### src/rtl/id_ex_stage_pkg.sv
// Shared constants for the ID/EX stage: register-field widths, the $0 register
// and the ALU operation encodings.
package id_ex_stage_pkg;

  localparam int unsigned REG_W      = 5;
  localparam int unsigned CTRL_W     = 5;  // RegWrite, MemRead, MemWrite, MemtoReg, ALUSrc
  localparam int unsigned ALUOP_BITS = 4;

  localparam logic [REG_W-1:0] REG_ZERO = 5'd0;

  typedef enum logic [ALUOP_BITS-1:0] {
    AluAdd = 4'd0,
    AluSub = 4'd1,
    AluAnd = 4'd2,
    AluOr  = 4'd3,
    AluXor = 4'd4,
    AluSlt = 4'd5,
    AluLui = 4'd6,
    AluNor = 4'd7
  } alu_op_e;

endpackage

### src/rtl/id_ex_stage_if.sv
// Decode-side inputs and EX-side outputs of the ID/EX pipeline register.
// The master drives decode; the slave is the stage itself.
interface id_ex_stage_if #(
    parameter int unsigned DATA_W  = 32,
    parameter int unsigned ALUOP_W = 4,
    parameter int unsigned CNT_W   = 16
);
    logic [4:0]         rs_IF_ID, rt_IF_ID, rd_IF_ID;
    logic               use_rs_IF_ID, use_rt_IF_ID, RegDst_ID;
    logic               RegWrite_ID, MemRead_ID, MemWrite_ID, MemtoReg_ID, ALUSrc_ID;
    logic [ALUOP_W-1:0] ALUOp_ID;
    logic [DATA_W-1:0]  rdata1_ID, rdata2_ID, imm_ID, pc_ID;
    logic               flush;

    logic [4:0]         rs_ID_EX, rt_ID_EX, rd_ID_EX;
    logic               RegWrite_ID_EX, MemRead_ID_EX, MemWrite_ID_EX, MemtoReg_ID_EX;
    logic               ALUSrc_ID_EX;
    logic [ALUOP_W-1:0] ALUOp_ID_EX;
    logic [DATA_W-1:0]  rdata1_ID_EX, rdata2_ID_EX, imm_ID_EX, pc_ID_EX;
    logic               valid_ID_EX, PCWrite, IF_ID_Write;
    logic [CNT_W-1:0]   stall_count;

    modport master (
        output rs_IF_ID, rt_IF_ID, rd_IF_ID, use_rs_IF_ID, use_rt_IF_ID, RegDst_ID,
               RegWrite_ID, MemRead_ID, MemWrite_ID, MemtoReg_ID, ALUSrc_ID, ALUOp_ID,
               rdata1_ID, rdata2_ID, imm_ID, pc_ID, flush,
        input  rs_ID_EX, rt_ID_EX, rd_ID_EX, RegWrite_ID_EX, MemRead_ID_EX, MemWrite_ID_EX,
               MemtoReg_ID_EX, ALUSrc_ID_EX, ALUOp_ID_EX, rdata1_ID_EX, rdata2_ID_EX,
               imm_ID_EX, pc_ID_EX, valid_ID_EX, PCWrite, IF_ID_Write, stall_count
    );

    modport slave (
        input  rs_IF_ID, rt_IF_ID, rd_IF_ID, use_rs_IF_ID, use_rt_IF_ID, RegDst_ID,
               RegWrite_ID, MemRead_ID, MemWrite_ID, MemtoReg_ID, ALUSrc_ID, ALUOp_ID,
               rdata1_ID, rdata2_ID, imm_ID, pc_ID, flush,
        output rs_ID_EX, rt_ID_EX, rd_ID_EX, RegWrite_ID_EX, MemRead_ID_EX, MemWrite_ID_EX,
               MemtoReg_ID_EX, ALUSrc_ID_EX, ALUOp_ID_EX, rdata1_ID_EX, rdata2_ID_EX,
               imm_ID_EX, pc_ID_EX, valid_ID_EX, PCWrite, IF_ID_Write, stall_count
    );
endinterface

### src/rtl/id_ex_stage_load_use_detect.sv
// Combinational load-use hazard: a valid load in EX whose destination is read by
// the instruction in decode. Loads into $0 never stall.
module load_use_detect
    import id_ex_stage_pkg::*;
(
    input  logic             memread_ex_i,
    input  logic             valid_ex_i,
    input  logic [REG_W-1:0] rt_ex_i,
    input  logic [REG_W-1:0] rs_id_i,
    input  logic [REG_W-1:0] rt_id_i,
    input  logic             use_rs_id_i,
    input  logic             use_rt_id_i,
    output logic             hazard_o
);
    logic rs_match, rt_match;

    always_comb begin
        rs_match = use_rs_id_i && (rt_ex_i == rs_id_i);
        rt_match = use_rt_id_i && (rt_ex_i == rt_id_i);
        hazard_o = memread_ex_i && valid_ex_i && (rt_ex_i != REG_ZERO) && (rs_match || rt_match);
    end
endmodule

### src/rtl/id_ex_stage.sv
// ID/EX pipeline register with load-use stall and bubble insertion, plus a
// saturating counter of stall cycles.
module id_ex_stage
    import id_ex_stage_pkg::*;
#(
    parameter int unsigned DATA_W  = 32,
    parameter int unsigned ALUOP_W = 4,
    parameter int unsigned CNT_W   = 16
) (
    input logic          clk,
    input logic          reset,
    id_ex_stage_if.slave bus
);
    logic [REG_W-1:0]   rs_d, rs_q, rt_d, rt_q, rd_d, rd_q;
    logic [CTRL_W-1:0]  ctrl_d, ctrl_q;
    logic [ALUOP_W-1:0] aluop_d, aluop_q;
    logic [DATA_W-1:0]  rdata1_d, rdata1_q, rdata2_d, rdata2_q;
    logic [DATA_W-1:0]  imm_d, imm_q, pc_d, pc_q;
    logic               valid_d, valid_q;
    logic [CNT_W-1:0]   cnt_d, cnt_q;
    logic               hazard;

    load_use_detect u_load_use_detect (
        .memread_ex_i (ctrl_q[3]),
        .valid_ex_i   (valid_q),
        .rt_ex_i      (rt_q),
        .rs_id_i      (bus.rs_IF_ID),
        .rt_id_i      (bus.rt_IF_ID),
        .use_rs_id_i  (bus.use_rs_IF_ID),
        .use_rt_id_i  (bus.use_rt_IF_ID),
        .hazard_o     (hazard)
    );

    // Default is a bubble; only a normal cycle captures the decode instruction.
    always_comb begin
        rs_d     = '0;
        rt_d     = '0;
        rd_d     = '0;
        ctrl_d   = '0;
        aluop_d  = '0;
        rdata1_d = '0;
        rdata2_d = '0;
        imm_d    = '0;
        pc_d     = '0;
        valid_d  = 1'b0;
        cnt_d    = cnt_q;
        if (bus.flush) begin
            cnt_d = cnt_q;
        end else if (hazard) begin
            if (cnt_q != {CNT_W{1'b1}}) cnt_d = cnt_q + 1'b1;
        end else begin
            rs_d     = bus.rs_IF_ID;
            rt_d     = bus.rt_IF_ID;
            rd_d     = bus.RegDst_ID ? bus.rd_IF_ID : bus.rt_IF_ID;
            ctrl_d   = {bus.RegWrite_ID, bus.MemRead_ID, bus.MemWrite_ID, bus.MemtoReg_ID,
                        bus.ALUSrc_ID};
            aluop_d  = bus.ALUOp_ID;
            rdata1_d = bus.rdata1_ID;
            rdata2_d = bus.rdata2_ID;
            imm_d    = bus.imm_ID;
            pc_d     = bus.pc_ID;
            valid_d  = 1'b1;
        end
    end

    always_ff @(posedge clk or posedge reset) begin
        if (reset) begin
            rs_q     <= '0;
            rt_q     <= '0;
            rd_q     <= '0;
            ctrl_q   <= '0;
            aluop_q  <= '0;
            rdata1_q <= '0;
            rdata2_q <= '0;
            imm_q    <= '0;
            pc_q     <= '0;
            valid_q  <= 1'b0;
            cnt_q    <= '0;
        end else begin
            rs_q     <= rs_d;
            rt_q     <= rt_d;
            rd_q     <= rd_d;
            ctrl_q   <= ctrl_d;
            aluop_q  <= aluop_d;
            rdata1_q <= rdata1_d;
            rdata2_q <= rdata2_d;
            imm_q    <= imm_d;
            pc_q     <= pc_d;
            valid_q  <= valid_d;
            cnt_q    <= cnt_d;
        end
    end

    // A flush overrides the stall so the redirect can proceed.
    assign bus.PCWrite     = bus.flush || !hazard;
    assign bus.IF_ID_Write = bus.flush || !hazard;

    assign bus.rs_ID_EX       = rs_q;
    assign bus.rt_ID_EX       = rt_q;
    assign bus.rd_ID_EX       = rd_q;
    assign bus.RegWrite_ID_EX = ctrl_q[4];
    assign bus.MemRead_ID_EX  = ctrl_q[3];
    assign bus.MemWrite_ID_EX = ctrl_q[2];
    assign bus.MemtoReg_ID_EX = ctrl_q[1];
    assign bus.ALUSrc_ID_EX   = ctrl_q[0];
    assign bus.ALUOp_ID_EX    = aluop_q;
    assign bus.rdata1_ID_EX   = rdata1_q;
    assign bus.rdata2_ID_EX   = rdata2_q;
    assign bus.imm_ID_EX      = imm_q;
    assign bus.pc_ID_EX       = pc_q;
    assign bus.valid_ID_EX    = valid_q;
    assign bus.stall_count    = cnt_q;
endmodule
### src/flat_wrapper.sv
// flat-port wrapper written by rule: the top's interface ports become plain ports
module id_ex_stage_flat import id_ex_stage_pkg::*;
#(
    parameter int unsigned DATA_W  = 32,
    parameter int unsigned ALUOP_W = 4,
    parameter int unsigned CNT_W   = 16
)
  (clk, reset, bus_rs_IF_ID, bus_rt_IF_ID, bus_rd_IF_ID, bus_use_rs_IF_ID, bus_use_rt_IF_ID, bus_RegDst_ID, bus_RegWrite_ID, bus_MemRead_ID, bus_MemWrite_ID, bus_MemtoReg_ID, bus_ALUSrc_ID, bus_ALUOp_ID, bus_rdata1_ID, bus_rdata2_ID, bus_imm_ID, bus_pc_ID, bus_flush, bus_rs_ID_EX, bus_rt_ID_EX, bus_rd_ID_EX, bus_RegWrite_ID_EX, bus_MemRead_ID_EX, bus_MemWrite_ID_EX, bus_MemtoReg_ID_EX, bus_ALUSrc_ID_EX, bus_ALUOp_ID_EX, bus_rdata1_ID_EX, bus_rdata2_ID_EX, bus_imm_ID_EX, bus_pc_ID_EX, bus_valid_ID_EX, bus_PCWrite, bus_IF_ID_Write, bus_stall_count);
  id_ex_stage_if #(.DATA_W(DATA_W), .ALUOP_W(ALUOP_W), .CNT_W(CNT_W)) bus_i ();
  input logic clk;
  input logic reset;
  input wire logic [$bits(bus_i.rs_IF_ID)-1:0] bus_rs_IF_ID;
  input wire logic [$bits(bus_i.rt_IF_ID)-1:0] bus_rt_IF_ID;
  input wire logic [$bits(bus_i.rd_IF_ID)-1:0] bus_rd_IF_ID;
  input wire logic [$bits(bus_i.use_rs_IF_ID)-1:0] bus_use_rs_IF_ID;
  input wire logic [$bits(bus_i.use_rt_IF_ID)-1:0] bus_use_rt_IF_ID;
  input wire logic [$bits(bus_i.RegDst_ID)-1:0] bus_RegDst_ID;
  input wire logic [$bits(bus_i.RegWrite_ID)-1:0] bus_RegWrite_ID;
  input wire logic [$bits(bus_i.MemRead_ID)-1:0] bus_MemRead_ID;
  input wire logic [$bits(bus_i.MemWrite_ID)-1:0] bus_MemWrite_ID;
  input wire logic [$bits(bus_i.MemtoReg_ID)-1:0] bus_MemtoReg_ID;
  input wire logic [$bits(bus_i.ALUSrc_ID)-1:0] bus_ALUSrc_ID;
  input wire logic [$bits(bus_i.ALUOp_ID)-1:0] bus_ALUOp_ID;
  input wire logic [$bits(bus_i.rdata1_ID)-1:0] bus_rdata1_ID;
  input wire logic [$bits(bus_i.rdata2_ID)-1:0] bus_rdata2_ID;
  input wire logic [$bits(bus_i.imm_ID)-1:0] bus_imm_ID;
  input wire logic [$bits(bus_i.pc_ID)-1:0] bus_pc_ID;
  input wire logic [$bits(bus_i.flush)-1:0] bus_flush;
  output wire logic [$bits(bus_i.rs_ID_EX)-1:0] bus_rs_ID_EX;
  output wire logic [$bits(bus_i.rt_ID_EX)-1:0] bus_rt_ID_EX;
  output wire logic [$bits(bus_i.rd_ID_EX)-1:0] bus_rd_ID_EX;
  output wire logic [$bits(bus_i.RegWrite_ID_EX)-1:0] bus_RegWrite_ID_EX;
  output wire logic [$bits(bus_i.MemRead_ID_EX)-1:0] bus_MemRead_ID_EX;
  output wire logic [$bits(bus_i.MemWrite_ID_EX)-1:0] bus_MemWrite_ID_EX;
  output wire logic [$bits(bus_i.MemtoReg_ID_EX)-1:0] bus_MemtoReg_ID_EX;
  output wire logic [$bits(bus_i.ALUSrc_ID_EX)-1:0] bus_ALUSrc_ID_EX;
  output wire logic [$bits(bus_i.ALUOp_ID_EX)-1:0] bus_ALUOp_ID_EX;
  output wire logic [$bits(bus_i.rdata1_ID_EX)-1:0] bus_rdata1_ID_EX;
  output wire logic [$bits(bus_i.rdata2_ID_EX)-1:0] bus_rdata2_ID_EX;
  output wire logic [$bits(bus_i.imm_ID_EX)-1:0] bus_imm_ID_EX;
  output wire logic [$bits(bus_i.pc_ID_EX)-1:0] bus_pc_ID_EX;
  output wire logic [$bits(bus_i.valid_ID_EX)-1:0] bus_valid_ID_EX;
  output wire logic [$bits(bus_i.PCWrite)-1:0] bus_PCWrite;
  output wire logic [$bits(bus_i.IF_ID_Write)-1:0] bus_IF_ID_Write;
  output wire logic [$bits(bus_i.stall_count)-1:0] bus_stall_count;
  assign bus_i.rs_IF_ID = bus_rs_IF_ID;
  assign bus_i.rt_IF_ID = bus_rt_IF_ID;
  assign bus_i.rd_IF_ID = bus_rd_IF_ID;
  assign bus_i.use_rs_IF_ID = bus_use_rs_IF_ID;
  assign bus_i.use_rt_IF_ID = bus_use_rt_IF_ID;
  assign bus_i.RegDst_ID = bus_RegDst_ID;
  assign bus_i.RegWrite_ID = bus_RegWrite_ID;
  assign bus_i.MemRead_ID = bus_MemRead_ID;
  assign bus_i.MemWrite_ID = bus_MemWrite_ID;
  assign bus_i.MemtoReg_ID = bus_MemtoReg_ID;
  assign bus_i.ALUSrc_ID = bus_ALUSrc_ID;
  assign bus_i.ALUOp_ID = bus_ALUOp_ID;
  assign bus_i.rdata1_ID = bus_rdata1_ID;
  assign bus_i.rdata2_ID = bus_rdata2_ID;
  assign bus_i.imm_ID = bus_imm_ID;
  assign bus_i.pc_ID = bus_pc_ID;
  assign bus_i.flush = bus_flush;
  assign bus_rs_ID_EX = bus_i.rs_ID_EX;
  assign bus_rt_ID_EX = bus_i.rt_ID_EX;
  assign bus_rd_ID_EX = bus_i.rd_ID_EX;
  assign bus_RegWrite_ID_EX = bus_i.RegWrite_ID_EX;
  assign bus_MemRead_ID_EX = bus_i.MemRead_ID_EX;
  assign bus_MemWrite_ID_EX = bus_i.MemWrite_ID_EX;
  assign bus_MemtoReg_ID_EX = bus_i.MemtoReg_ID_EX;
  assign bus_ALUSrc_ID_EX = bus_i.ALUSrc_ID_EX;
  assign bus_ALUOp_ID_EX = bus_i.ALUOp_ID_EX;
  assign bus_rdata1_ID_EX = bus_i.rdata1_ID_EX;
  assign bus_rdata2_ID_EX = bus_i.rdata2_ID_EX;
  assign bus_imm_ID_EX = bus_i.imm_ID_EX;
  assign bus_pc_ID_EX = bus_i.pc_ID_EX;
  assign bus_valid_ID_EX = bus_i.valid_ID_EX;
  assign bus_PCWrite = bus_i.PCWrite;
  assign bus_IF_ID_Write = bus_i.IF_ID_Write;
  assign bus_stall_count = bus_i.stall_count;
  id_ex_stage #(.DATA_W(DATA_W), .ALUOP_W(ALUOP_W), .CNT_W(CNT_W)) u_core (.clk(clk), .reset(reset), .bus(bus_i));
endmodule
### config.mk
export PLATFORM = sky130hd
export DESIGN_NAME = id_ex_stage_flat
export DESIGN_NICKNAME = d
export VERILOG_FILES = /design/src/rtl/id_ex_stage_pkg.sv /design/src/rtl/id_ex_stage_if.sv /design/src/rtl/id_ex_stage_load_use_detect.sv /design/src/rtl/id_ex_stage.sv /design/src/flat_wrapper.sv
export SDC_FILE = /design/constraint.sdc
export NUM_CORES = 1
export LEC_CHECK = 0
export BUFFER_PORTS_ARGS = -buffer_cell sky130_fd_sc_hd__clkbuf_2
export CORE_AREA = 2 2 128 130
export CTS_CLUSTER_SIZE = 16
export DETAILED_ROUTE_END_ITERATION = 12
export DIE_AREA = 0 0 130 132
export PLACE_DENSITY = 0.72
export REMOVE_ABC_BUFFERS = 1
export SYNTH_ARGS = -nofsm -noshare
export SYNTH_HDL_FRONTEND = slang
export SYNTH_SLANG_ARGS = --single-unit
### constraint.sdc
create_clock -name clk -period 7.44 [get_ports clk]
set_input_delay 1.488 -clock clk [delete_from_list [all_inputs] [get_ports clk]]
set_output_delay 1.488 -clock clk [all_outputs]
set_load 0.02 [all_outputs]
==> metrics.md, run 1 <==
| Metric | Value |
|---|---|
| Status | `finished, final reports clean` |
| Share of the synthesized area in the top cell type | `around 70%` |
| PostCTS Resize Cnt | `0` |
| Synth cell types | `40` |
| Slowest-stage cell, CP | `or3_1` |
| Cell Area, Synth | `approximately 6000 um^2` |
| Reg2reg path depth | `7` |
| Post-synthesis adder-cell area fraction | `less than 1%` |
| Mapped Avg Cell Area | `~14 um^2` |
| Layout area overhead | `39.4%` |
| Hold Crit Class | `register to register` |
| Hold Buf Count CTS | `0` |
| Share of cells above drive strength 1 | `49.4%` |
| Setup Crit Path Kind | `input pin to primary output` |
| Via/cell ratio | `about 4.3` |
| Post-synthesis xor/xnor area fraction | `3.49%` |
| Clk pin slew, worst setup/hold paths | `approximately 0.06 ns` |
| Critical Path Source Type | `input pin` |
| Post-route ant nets | `0` |
| Top-count cell post-synth | `dfrtp_1` |
| Crit path arrival time | `slightly above 3 ns` |
| Ys flop type | `dfrtp_1` |
| Post-DR wirelength/cell | `15.0 um` |
| Worst slack, placed | `roughly 2.9 ns` |
| # Max-Cap Violations | `0` |
| Crit path from | `bus_rt_IF_ID[4]` |
| Slew margin rel. | `37.0%` |
| Gr usage total | `around 18%` |
| Reg-to-Reg Start | `u_core.bus.rt_ID_EX[0]` |
| CP Cell Sequence | `clkbuf_2, xor2_1, nor4_4, a32oi_4, or3_1, clkbuf_2` |
| Skew-Pair Late Insertion Delay | `0.42 ns` |
| DRT Wirelength | `~15000 um` |
| Clock net sink count | `~170` |
| Setup TNS | `0 ns` |
| Detail Route met3 WL | `between 1000 and 1500 um` |
| Initial Util | `38.4%` |
| Core area | `between 15000 and 20000 um^2` |
| Leakage | `4.57 nW` |
| Number of global-route vias before repair | `between 4000 and 5000` |
| Metal2 WL | `between 7000 and 8000 um` |
| Full die area | `between 15000 and 20000 um^2` |
| Cells after Synth | `around 430` |
| Die X-Extent | `between 100 and 150 um` |
| Worst Path Required | `~6 ns` |
| Detailed-router iteration count before antenna repair | `4` |
| Flop2flop setup slack | `between 4 and 5 ns` |
| Compound-Gate Fraction of Synth Area | `less than 1%` |
| Peak VDD IR | `0.137 mV` |
| Worst-Margin Slew | `~0.94 ns` |
| Setup Skew | `between 0.009 and 0.01 ns` |
| Htree depth | `4` |
| Longest Clk Path Bufs | `2` |
| Number of cell rows | `between 40 and 50` |
| Asr flop ratio synth | `100%` |
| Final slew viol count | `0` |
| Unrepaired setup endpoints after global routing | `no` |
| Final setup fails | `0` |
| Post-Route M1 WL | `roughly 5600 um` |
| Via count | `~4200` |
| I/O pin count | `329` |
| Pwr dens | `246 nW/um^2` |
| Final worst-path cycle share | `between 60% and 70%` |
| Post-synth EDFFs | `0` |
| Post-detail-place hpwl | `11000 um` |
| Crit path capture type | `primary output` |
| Number of port buffers | `around 330` |
| Mux cell area share after synthesis | `between 1 and 1.5%` |
| Seq cells post-synth | `~170` |
| Yosys warns | `0` |
| Initial antenna violation count | `0` |
| Final Hold Viols | `0` |
| Root buf cell | `clkbuf_16` |
| Yosys top cell by area | `dfrtp_1` |
| Worst r2r dst | `u_core.bus.imm_ID_EX[2]` |
| Highest clock rate | `around 0.22 GHz` |
| Final worst setup slack | `2.89 ns` |
| Drt drc | `0` |
| Most frequent cells after synthesis | `dfrtp_1 (169), and2_1 (147), xor2_1 (22), buf_4 (11), nor4_2 (7)` |
| Post-layout util | `~53%` |
| Top Layer Used | `met4` |
| Crit Path Max Fanout | `17` |
| Critical Path Max Stage Delay | `0.47 ns` |
| Largest family of logic cells by synthesized area | `simple AND/OR/NAND/NOR gates` |
| Top area cells in the synthesized netlist | `dfrtp_1 (70%), and2_1 (15%), xor2_1 (3.2%), nor4_2 (1.5%), buf_4 (1.4%)` |
| Seq/Total Area, Yosys | `70.1%` |
| Pin count of the biggest net entering global routing | `slightly below 100` |
| Hold_ws | `between 0.5 and 0.6 ns` |
| Total CTS buffers | `17` |
| First-pass GRT wire length | `approximately 23000 um` |
| Post-route minimum period | `between 4 and 5 ns` |
| Critical path capture point | `bus_PCWrite` |
| Die H | `132 um` |
| Total global routing overflow | `0` |
| Cell mode on critical path | `clkbuf_2` |
| Initial drt markers | `143` |
| Placer Congestion | `approximately 0.8` |
| Nets | `between 900 and 1000` |
| Simple-Gate Fraction of Synth Area | `between 20% and 30%` |
| CTS tree | `built` |
| Setup Fix Bufs, Post-CTS | `0` |
[where the power goes]
| group | internal [W] | switching (W) |
|---|---|---|
| clock | 0.000496 | 0.000366 |
| combinational | 0.0000863 | 0.000136 |
| sequential | 0.000963 | 0.0000164 |
| total | 0.00155 | 0.000518 |
[worst min path at each step]
stage | slack (ns) | cells past startpoint | endpoint | start
after detailed placement | 0.49 | 1 | u_core.bus.stall_count[11] | u_core.bus.stall_count[11]
after CTS | 0.53 | 1 | u_core.bus.stall_count[14] | u_core.bus.stall_count[14]
after floorplan | 0.60 | 1 | u_core.bus.stall_count[11] | u_core.bus.stall_count[11]
final | 0.52 | 1 | u_core.bus.stall_count[14] | u_core.bus.stall_count[14]
after global routing | 0.54 | 1 | u_core.bus.stall_count[10] | u_core.bus.stall_count[10]
after global placement | 0.48 | 1 | u_core.bus.stall_count[11] | u_core.bus.stall_count[11]
[through the flow]
stage	total power, W	cell area (um^2)	cells
floorplan	0.00111	5900	404
global placement	0.00122	7830	950
detailed placement	0.00122	7830	950
CTS	0.00209	8400	981
global route	0.00215	8400	981
finish	0.00206	8400	982
[layer usage]
metal | global-route usage [%] | up-vias
met5 | 0 | -
met4 | 6.93 | 0
met3 | 6.41 | 23
met2 | 30.2 | 199
met1 | 19.8 | 1982
li1 | - | 2007
[cells in the final DEF (no fill, tap or decap), types with 3 or more instances in the layout]
master / Yosys / routed
clkbuf_2: 0 / 328
dfrtp_1: 169 / 169
and2_1: 147 / 147
xor2_1: 22 / 22
clkbuf_16: 0 / 17
nor4_2: 7 / 7
inv_6: 0 / 6
mux2i_1: 5 / 5
nor2_1: 5 / 5
nand3_1: 5 / 5
nor3_1: 5 / 5
nand2_1: 4 / 4
nand4_1: 4 / 4
nor4_1: 4 / 4
clkinvlp_4: 0 / 4
clkinv_2: 0 / 3
[critical path: cells and delay by family]
family          cells  cell delay [ns]
compound gates      1             0.32
buf+inv             2             0.29
xor+xnor            1             0.16
simple gates        2             0.80
[area by class of cell]
type	count	area [um^2]
fill	1401	7310
tap	216	270
antenna	1	2.50
multi-input combinational	233	1660
clock inverter	13	144
timing repair buffer	330	1660
sequential	169	4230
inverter	2	13.8
clock buffer	18	429
[flip-flops by register name, summed over array words and instances, names as in the netlist]
register / count
u_core.bus.rdata1_ID_EX: 32
u_core.bus.stall_count: 16
u_core.bus.valid_ID_EX: 1
u_core.bus.rdata2_ID_EX: 32
u_core.bus.pc_ID_EX: 32
u_core.bus.rt_ID_EX: 5
u_core.ctrl_q: 5
u_core.bus.rs_ID_EX: 5
u_core.bus.rd_ID_EX: 5
u_core.bus.imm_ID_EX: 32
u_core.bus.ALUOp_ID_EX: 4
[kinds of logic (layout without fill, tap and decap cells)]
group / Yosys count / count (layout)
flip-flops: 169 / 169
other: 0 / 1
buffers and inverters: 23 / 363
XOR/XNOR: 24 / 24
AO/OA/AOI/OAI: 3 / 3
multiplexers: 7 / 7
AND/OR/NAND/NOR: 198 / 198
adder cells (fa/ha/maj): 1 / 1
Power figures use the tool's default switching activity.
==> run 2: changes to the inputs <==
--- a/config.mk
+++ b/config.mk
@@ -5,12 +5,13 @@
 export SDC_FILE = /design/constraint.sdc
 export NUM_CORES = 1
 export LEC_CHECK = 0
+export ABC_AREA = 1
 export BUFFER_PORTS_ARGS = -buffer_cell sky130_fd_sc_hd__clkbuf_2
-export CORE_AREA = 2 2 128 130
+export CORE_AREA = 2 2 126 128
 export CTS_CLUSTER_SIZE = 16
 export DETAILED_ROUTE_END_ITERATION = 12
-export DIE_AREA = 0 0 130 132
-export PLACE_DENSITY = 0.72
+export DIE_AREA = 0 0 128 130
+export PLACE_DENSITY = 0.77
 export REMOVE_ABC_BUFFERS = 1
 export SYNTH_ARGS = -nofsm -noshare
 export SYNTH_HDL_FRONTEND = slang
==> constraint.sdc (replaced) <==
create_clock -name clk -period 4.5 [get_ports clk]
set_input_delay 0.9 -clock clk [delete_from_list [all_inputs] [get_ports clk]]
set_output_delay 0.9 -clock clk [all_outputs]
set_load 0.02 [all_outputs]
==> run 2 against run 1 <==
  * Critical path depth grew 3
  * Final cell count increased by 24%
  * Routed wire length grew 9.4%
  * Sequential power grew 65%
  * Sequential share of layout area shrank 2.1 points
  * Clock-buffer cell count unchanged
  * Critical endpoint is now bus_IF_ID_Write
==> metrics.md, run 2 <==
| Metric | Value |
|---|---|
| Full die area | `16600 um^2 (was 17200 um^2)` |
| Seq cells post-synth | `169 (unchanged)` |
| Initial drt markers | `293 (was 143)` |
| Die X-Extent | `128 um (was 130 um)` |
| Final setup fails | `0 (unchanged)` |
| Commonest non-fill, non-tap cell in the layout | `clkbuf_2 (unchanged)` |
| Clk pin slew, worst setup/hold paths | `0.06 ns (about the same)` |
| Crit path capture type | `primary output (unchanged)` |
| Post-detail-place hpwl | `12000 um (was 11000 um)` |
| Post-DR wirelength/cell | `13.3 um (was 15.0 um)` |
| # Max-Cap Violations | `0 (unchanged)` |
| Setup Fix Bufs, Post-CTS | `0 (unchanged)` |
| Number of global-route vias before repair | `5189 (was 4332)` |
| Layout area overhead | `37.5% (was 39.4%)` |
| Setup Skew | `0.00880 ns (was 0.00938 ns)` |
| Worst slack, placed | `1.48 ns (was 2.88 ns)` |
| Ys flop type | `dfrtp_1 (unchanged)` |
| Share of cells above drive strength 1 | `36.9% (was 49.4%)` |
| Gr usage total | `19.1% (was 17.6%)` |
| Critical Path Source Type | `input pin (unchanged)` |
| Final slew viol count | `0 (unchanged)` |
| Post-route ant nets | `0 (unchanged)` |
| Core area | `15400 um^2 (was 15700 um^2)` |
| Post-route minimum period | `2.96 ns` |
| Clock net sink count | `169 (unchanged)` |
| PostCTS Resize Cnt | `0 (unchanged)` |
| Htree depth | `4 (unchanged)` |
| Status | `finished, final reports clean (unchanged)` |
| Hold Buf Count CTS | `0 (unchanged)` |
| Die H | `130 um (was 132 um)` |
| Crit path arrival time | `2.06 ns (was 3.07 ns)` |
| Top-count cell post-synth | `nor2_1 (was dfrtp_1)` |
| Total CTS buffers | `17 (unchanged)` |
| Nets | `1169 (was 912)` |
| Worst Path Required | `3.60 ns (was 5.95 ns)` |
| Cells after Synth | `681 (was 425)` |
| Highest clock rate | `approximately 0.34 GHz` |
| Via count | `5291 (was 4211)` |
| Top area cells in the synthesized netlist | `dfrtp_1 (66%), nor2_1 (11%), inv_1 (9.2%), nand2_1 (5.5%), nand4_1 (2.2%) (was dfrtp_1 (70%), and2_1 (15%), xor2_1 (3.2%), nor4_2 (1.5%), buf_4 (1.4%))` |
| Final Hold Viols | `0 (unchanged)` |
| Post-synth EDFFs | `0 (unchanged)` |
| Peak VDD IR | `0.248 mV (was 0.137 mV)` |
| CTS tree | `built (unchanged)` |
| Cell area after layout | `8770 um^2 (was 8400 um^2)` |
| DRT Wirelength | `16100 um (was 14700 um)` |
| Number of inserted diodes | `0 (was 1)` |
| Drt drc | `0 (unchanged)` |
| Most frequent cells in the layout | `clkbuf_2 (328), nor2_1 (179), dfrtp_1 (169) (was clkbuf_2 (328), dfrtp_1 (169), and2_1 (147))` |
| Synth cell types | `22 (was 40)` |
| Asr flop ratio synth | `100% (unchanged)` |
| Initial Util | `41.3% (was 38.4%)` |
| Yosys warns | `0 (unchanged)` |
| Most frequent cells after synthesis | `nor2_1 (179), dfrtp_1 (169), inv_1 (157), nand2_1 (93), nand4_1 (22) (was dfrtp_1 (169), and2_1 (147), xor2_1 (22), buf_4 (11), nor4_2 (7))` |
| Layer with the highest usage | `met2 (unchanged)` |
| Power Total | `0.00353 W (was 0.00206 W)` |
| Filler instances | `1420 (was 1401)` |
| Hold Crit Class | `register to register (unchanged)` |
| Number of port buffers | `328 (unchanged)` |
| Pwr dens | `403 nW/um^2 (was 246 nW/um^2)` |
| Final worst setup slack | `1.54 ns (was 2.89 ns)` |
| Yosys top cell by area | `dfrtp_1 (unchanged)` |
| Longest Clk Path Bufs | `2 (unchanged)` |
| Detailed-router iteration count before antenna repair | `4 (unchanged)` |
| Unrepaired setup endpoints after global routing | `no (unchanged)` |
| Worst-Margin Slew | `0.940 ns (was 0.945 ns)` |
| Pin count of the biggest net entering global routing | `108 (was 98)` |
| First-pass GRT wire length | `24600 um (was 22900 um)` |
| Met1 GRT Util | `21.6% (was 19.8%)` |
| Initial antenna violation count | `0 (unchanged)` |
| Via/cell ratio | `4.35 (was 4.29)` |
| Slew margin rel. | `37.3% (was 37.0%)` |
| Seq/Total Area, Yosys | `66.3% (was 70.1%)` |
| Placer Congestion | `0.856 (was 0.801)` |
| Number of cell rows | `46 (unchanged)` |
| Total global routing overflow | `0 (unchanged)` |
| Skew-Pair Late Insertion Delay | `0.42 ns (about the same)` |
| Leakage | `5.43 nW (was 4.57 nW)` |
| Placed cell area | `8150 um^2 (was 7830 um^2)` |
| Met3 Use GR | `8.04% (was 6.41%)` |
| Final worst-path cycle share | `roughly two thirds` |
| I/O pin count | `329 (unchanged)` |
| Setup Crit Path Kind | `input pin to primary output (unchanged)` |
| Cell Area, Synth | `6380 um^2 (was 6030 um^2)` |
| Share of the synthesized area in the top cell type | `66.3% (was 70.1%)` |
| Crit Path Max Fanout | `19 (was 17)` |
| Met2 GRT Util | `32.7% (was 30.2%)` |
| Mapped Avg Cell Area | `9.36 um^2 (was 14.2 um^2)` |
| Root buf cell | `clkbuf_16 (unchanged)` |
run 2: changes by cell type after synthesis, sizes merged, moves of 5 or more:
| cell | previous run | this run |
|---|---|---|
| mux2i | 5 | 0 |
| nand2 | 4 | 95 |
| nor4 | 12 | 0 |
| nand3 | 5 | 12 |
| a21oi | 0 | 5 |
| inv | 2 | 164 |
| xor2 | 22 | 3 |
| nor3 | 5 | 0 |
| nor2 | 5 | 182 |
| and2 | 148 | 0 |
| nand4 | 5 | 22 |
run 2: cells by family after synthesis:
group,synth area share [%]
xor+xnor,0.961
flops,66.3
buf+inv,12.2
simple gates,19.9
fa+ha+maj,0.196
compound gates,0.471
run 2: layout make-up:
| type | count | area (um^2) | share of cell area (%) |
|---|---|---|---|
| tap | 192 | 240 | 2.74 |
| sequential | 169 | 4230 | 48.2 |
| clock inverter | 14 | 186 | 2.13 |
| inverter | 164 | 621 | 7.08 |
| clock buffer | 18 | 429 | 4.90 |
| multi-input combinational | 326 | 1380 | 15.7 |
| timing repair buffer | 332 | 1680 | 19.2 |
run 2: per-layer routing:
layer  wire [um]  up-vias
li1            -     2606
met1        6170     2467
met2        8350      193
met3        1280       25
met4         311        0
met5           0        -
run 2: worst max-delay path: stages:
cell and delay, ns:
clkbuf_2 0.08, inv_1 0.04, nand2_1 0.05, nand2_1 0.05, nor2_1 0.13, nand3_1 0.10
nand2_2 0.30, nand3_1 0.19, clkbuf_2 0.20
run 2: report_power, final:
part	internal [W]	switching, W	total, W
Combinational	0.000134	0.000256	0.000390
Sequential	0.00159	0.0000256	0.00162
Clock	0.000891	0.000635	0.00153
run 2: path summary, 6_finish.rpt:
check | end | slack (ns) | from | cells after the start
min in group asynchronous | u_core.bus.imm_ID_EX[12] | 0.69 | reset | 2
max in group asynchronous | u_core.bus.rdata1_ID_EX[17] | 2.81 | reset | 3
setup / recovery | bus_IF_ID_Write | 1.54 | bus_rs_IF_ID[4] | 9
setup reg to reg | u_core.bus.rdata1_ID_EX[3] | 2.06 | u_core.bus.rt_ID_EX[2] | 10
hold reg to reg | u_core.bus.stall_count[1] | 0.55 | u_core.bus.stall_count[1] | 2
hold / removal | u_core.bus.stall_count[1] | 0.55 | u_core.bus.stall_count[1] | 2
run 2: metrics by stage:
stage          utilization [%]  hold slack, ns  instances  setup TNS [ns]
2_1_floorplan                -           0.623        659         -164.79
3_3_place_gp              52.8           0.526       1183               0
3_5_place_dp              52.8           0.528       1183               0
4_1_cts                   56.8           0.543       1215               0
5_1_grt                   56.8           0.619       1215               0
6_report                  56.8           0.554       1215               0
